$ cat config.mk
export PLATFORM = sky130hd
export DESIGN_NAME = bus_reg_bank
export DESIGN_NICKNAME = d
export VERILOG_FILES = /design/src/rtl/bus_reg_bank.sv
export SDC_FILE = /design/constraint.sdc
export NUM_CORES = 1
export LEC_CHECK = 0
export ABC_AREA = 1
export CAP_MARGIN = 20
export CELL_PAD_IN_SITES_DETAIL_PLACEMENT = 1
export CELL_PAD_IN_SITES_GLOBAL_PLACEMENT = 2
export CORE_MARGIN = 4
export CORE_UTILIZATION = 23
export DETAILED_ROUTE_END_ITERATION = 10
export PLACE_DENSITY = 0.9
export SYNTH_ARGS = -nofsm -noshare
export SYNTH_HDL_FRONTEND = slang
export SYNTH_SLANG_ARGS = --single-unit
$ cat constraint.sdc
create_clock -name i_Bus_Clk -period 0.9 [get_ports i_Bus_Clk]
set_input_delay 0.09 -clock i_Bus_Clk [delete_from_list [all_inputs] [get_ports i_Bus_Clk]]
set_output_delay 0.09 -clock i_Bus_Clk [all_outputs]
set_load 0.005 [all_outputs]
$ cat src/rtl/bus_reg_bank.sv
// Bank of bus-accessible registers with read-only and self-clearing slices.
// Latency: writes land and reads return one cycle after the CS cycle.
// Backpressure: none; a transaction is accepted every cycle CS is high.
module bus_reg_bank #(
  parameter int BUS_WIDTH  = 16,
  parameter int NUM_REGS   = 8,
  parameter int ADDR_WIDTH = 3,
  parameter logic [NUM_REGS*BUS_WIDTH-1:0] INIT_VALS  = '0,
  parameter logic [NUM_REGS-1:0]           RO_MASK    = '0,
  parameter logic [NUM_REGS-1:0]           PULSE_MASK = '0
) (
  input  logic                          i_Bus_Clk,
  input  logic                          i_Bus_Rst_L,
  input  logic                          i_Bus_CS,
  input  logic                          i_Bus_Wr_Rd_n,
  input  logic [ADDR_WIDTH-1:0]         i_Bus_Addr,
  input  logic [BUS_WIDTH-1:0]          i_Bus_Wr_Data,
  output logic [BUS_WIDTH-1:0]          o_Bus_Rd_Data,
  output logic                          o_Bus_Rd_DV,
  output logic                          o_Bus_Err,
  input  logic [NUM_REGS*BUS_WIDTH-1:0] i_Regs,
  output logic [NUM_REGS*BUS_WIDTH-1:0] o_Regs,
  output logic [NUM_REGS-1:0]           o_Reg_Wr_Strobe
);

  logic                 wr_en;
  logic                 rd_en;
  logic [NUM_REGS-1:0]  hit;
  logic [NUM_REGS-1:0]  wr_sel;
  logic [BUS_WIDTH-1:0] rd_mux;
  logic                 in_range;
  logic                 ro_hit;
  logic                 bus_err;

  assign wr_en = i_Bus_CS & i_Bus_Wr_Rd_n;
  assign rd_en = i_Bus_CS & ~i_Bus_Wr_Rd_n;

  // Full-width address decode: addresses at or above NUM_REGS match nothing.
  always_comb begin
    hit    = '0;
    rd_mux = '0;
    for (int k = 0; k < NUM_REGS; k++) begin
      if (i_Bus_Addr == ADDR_WIDTH'(k)) begin
        hit[k] = 1'b1;
        rd_mux = i_Regs[k*BUS_WIDTH +: BUS_WIDTH];
      end
    end
  end

  assign in_range = |hit;
  assign ro_hit   = |(hit & RO_MASK);
  assign wr_sel   = hit & ~RO_MASK & {NUM_REGS{wr_en}};
  // Out-of-range read/write, or a write aimed at a read-only slice.
  assign bus_err  = i_Bus_CS & (~in_range | (wr_en & ro_hit));

  // Register slices: accepted write wins, otherwise pulse slices fall back to init.
  always_ff @(posedge i_Bus_Clk or negedge i_Bus_Rst_L) begin
    if (!i_Bus_Rst_L) begin
      o_Regs <= INIT_VALS;
    end else begin
      for (int k = 0; k < NUM_REGS; k++) begin
        if (wr_sel[k]) begin
          o_Regs[k*BUS_WIDTH +: BUS_WIDTH] <= i_Bus_Wr_Data;
        end else if (PULSE_MASK[k]) begin
          o_Regs[k*BUS_WIDTH +: BUS_WIDTH] <= INIT_VALS[k*BUS_WIDTH +: BUS_WIDTH];
        end
      end
    end
  end

  // Bus response flops: pulses every cycle, read data holds between reads.
  always_ff @(posedge i_Bus_Clk or negedge i_Bus_Rst_L) begin
    if (!i_Bus_Rst_L) begin
      o_Bus_Rd_Data   <= '0;
      o_Bus_Rd_DV     <= 1'b0;
      o_Bus_Err       <= 1'b0;
      o_Reg_Wr_Strobe <= '0;
    end else begin
      o_Bus_Rd_DV     <= rd_en;
      o_Bus_Err       <= bus_err;
      o_Reg_Wr_Strobe <= wr_sel;
      if (rd_en) begin
        o_Bus_Rd_Data <= rd_mux;
      end
    end
  end

endmodule

==> run_results.csv <==
group,metric,value,unit
synth,netlist_area,6670,µm²
power_and_ir_drop,power.leakage,6.52,nW
route,wirelength_met1,14600,µm
cts,clock-root-buffer,"clkbuf_16",
floorplanning,initial_core_util,0.233,
final_layout,final_cells,1680,
route,routed_wl,37600,µm
final_layout,syn_to_final_growth,106,%
route,dr.max_layer_used,"met5",
route,ant_nets,0,
sta,fin_crit_sh,1.21,
power_and_ir_drop,power_density,1820,nW/µm²
floorplanning,fp.coreArea,28600,µm²
synth,seq_area_frac_synth,0.578,
hold_path,min_path_type,"in2reg",
hold_path,whs_endpoint,"o_Bus_Rd_DV",
final_layout,drive_gt1_frac,0.495,
run,maxCapViolations,0,
sta,finalHoldWorstSlack,0.0532,ns
place,post_dp_cell_area,10800,µm²
worst_setup_path,crit_arrival,1.00,ns
synth,syn_nets,919,
worst_setup_path,crit_path_max_fanout,2,
floorplanning,rows,62,
sta,fin_ws,-0.186,ns
worst_setup_path,reg2reg_from,"o_Regs[92]",
floorplanning,die_y,178,µm
place,place_ws,-0.905,ns
synth,ys_warn_count,0,
global_routing,grt_usage,0.207,
hold_path,hold_start,"i_Bus_Wr_Rd_n",
worst_setup_path,worstPathRequired,0.81,ns
sta,finalSetupViolCount,242,
hold_path,worstHoldPathCells,3,
worst_setup_path,crit_slowest_cell,"dfrtp_1",
sta,finalHoldViolCount,0,
synth,avgSynthCellArea,8.68,µm²
worst_setup_path,r2r_cells,4,
worst_setup_path,rrSetupSlack,-0.03,ns
outcome,status,"complete, but fails checks",
route,vias,7837,
place,gp_routability_congestion,0.848,
power_and_ir_drop,finalPower,25.0,mW
floorplanning,die-width,178,µm
worst_setup_path,cp_cell_sequence,"buf_2",
cts,clock_sinks,154,
worst_setup_path,path_delay_family,"flip-flops",
worst_setup_path,critPathCaptureType,"output port",
global_routing,grt_pass1_wl,50000,µm
synth,synth_cells,768,
sta,rsz0062_at_grt,"true",
sta,worst_pin_slew,0.557,ns
route,via_per_inst,4.66,
worst_setup_path,cp-start-kind,"flop",
final_layout,fin_nets,1434,
floorplanning,io_pins,305,
route,routedWlPerCell,22.4,µm
sta,post-route-min-period,1.09,ns
synth,synth_seq_cells,154,
route,wl_met3,3310,µm
sta,max_slew_margin,0.629,
global_routing,grt_pass1_vias,8109,
worst_setup_path,crit_path_max_incr_delay,0.42,ns
sta,fin_worst_skew,0,ns
worst_setup_path,worstReg2RegEnd,"o_Regs[92]",
cts,cts_max_level,4,
route,drt_iter0_markers,340,
cts,tritoncts,"yes",
sta,setup_tns,-25.47,ns
global_routing,overflow,0,
route,met2_length,18700,µm
worst_setup_path,crit_buf_inv,1,
cts,clk_latency,0.42,ns
cts,path_clk_slew,0.08,ns
power_and_ir_drop,max-vdd-ir-drop,1.27,mV
floorplanning,die_area,31800,µm²
route,firstDrtPassIters,4,
synth,synth.distinct_cells,23,
outcome,violations,"negative setup slack",
cts,cts_buffers,17,
route,drc,0,
global_routing,antenna_found_initial,2,
global_routing,grt_max_degree,42,
final_layout,fillers,3182,
sta,final_max_slew_viol_count,0,
place,dp.cells,1480,
worst_setup_path,critical_path_class,"reg2out",
final_layout,utilization,0.480,
final_layout,diodes,0,
place,io_buffers,304,
place,dpl.hpwl,21900,µm
sta,fmax,0.921,GHz
cts,clk_path_buf_depth,2,
final_layout,finalInstanceArea,13700,µm²
per-layer routing:
| layer | vias up | GRT usage |
|---|---|---|
| li1 | 3549 | - |
| met1 | 3932 | 0.238 |
| met2 | 294 | 0.363 |
| met3 | 58 | 0.0780 |
| met4 | 4 | 0.0544 |
| met5 | - | 0 |
worst max path at each step:
| stage | start | endpoint | depth (start not counted) | slack (ns) |
|---|---|---|---|---|
| finish | o_Regs[12] | o_Regs[12] | 1 | -0.19 |
| floorplan | i_Bus_Addr[2] | o_Regs[114] | 7 | -0.27 |
| global placement | i_Bus_Addr[1] | o_Regs[119] | 8 | -0.86 |
| detailed placement | i_Bus_Addr[1] | o_Bus_Rd_Data[9] | 9 | -0.90 |
| global route | o_Regs[12] | o_Regs[12] | 1 | -0.23 |
| CTS | o_Bus_Rd_Data[15] | o_Bus_Rd_Data[15] | 1 | -0.21 |
cell families after synthesis:
group,Yosys count,share of synthesized area
AO/OA/AOI/OAI,160,0.126
AND/OR/NAND/NOR,346,0.227
buffers and inverters,107,0.0689
flip-flops,154,0.578
other,1,0.000563
power breakdown:
part / total [mW] / switching [mW] / leakage, nW / internal [mW]
sequential: 9.26 / 0.960 / 1.90 / 8.30
clock: 7.55 / 3.34 / 0.300 / 4.21
combinational: 8.21 / 3.56 / 4.32 / 4.65
total: 25.0 / 7.86 / 6.52 / 17.2
placed cells by master, fill, tap and decap left out, types with 23 or more instances in the layout:
master	n
dfrtp_1	154
clkdlybuf4s50_1	144
buf_4	135
buf_2	133
nand2_1	127
a21oi_2	63
buf_6	60
inv_1	49
nor2_1	47
buf_12	37
nand4_1	36
nor2_4	34
clkbuf_16	31
o21ai_1	30
o21ai_2	27
nand3_1	27
nand2_2	26
o21ai_0	23
state kept, by name (all words and copies together) (netlist names):
name	cells
o_Regs	128
o_Bus_Err	1
o_Reg_Wr_Strobe	8
o_Bus_Rd_Data	16
o_Bus_Rd_DV	1
cell usage after synthesis, drive strengths merged:
master  instances  share of area
nand2         175          0.099
dfrtp         154           0.58
nor2           97          0.055
a21oi          80          0.066
o21ai          80          0.060
inv            61          0.034
nand4          36          0.034
nand3          31          0.025
buf            25          0.023
clkbuf         21          0.012
nor3            5         0.0079
nor4            2         0.0064
conb            1        0.00056
final cells by class:
| cell class | count | area [µm²] | share of cell area |
|---|---|---|---|
| flip-flops and latches | 154 | 3850 | 0.280 |
| clock buffers | 17 | 425 | 0.0309 |
| clock inverters | 15 | 176 | 0.0128 |
| repair inverters | 1 | 7.51 | 0.000546 |
| repair buffers | 541 | 5260 | 0.382 |
| inverters | 61 | 283 | 0.0206 |
| well taps | 384 | 480 | 0.0349 |
| multi-input cells | 507 | 3260 | 0.237 |
timing repair:
item                                    in CTS  in global routing
gates cloned                                19                 17
pin swaps                                   36                 57
buffers inserted                            78                 72
hold buffers                                 1                  0
endpoints found under the setup margin     305                302
resized for setup                          786                238
endpoints found under the hold margin      154                  0
Power figures use the tool's default switching activity.
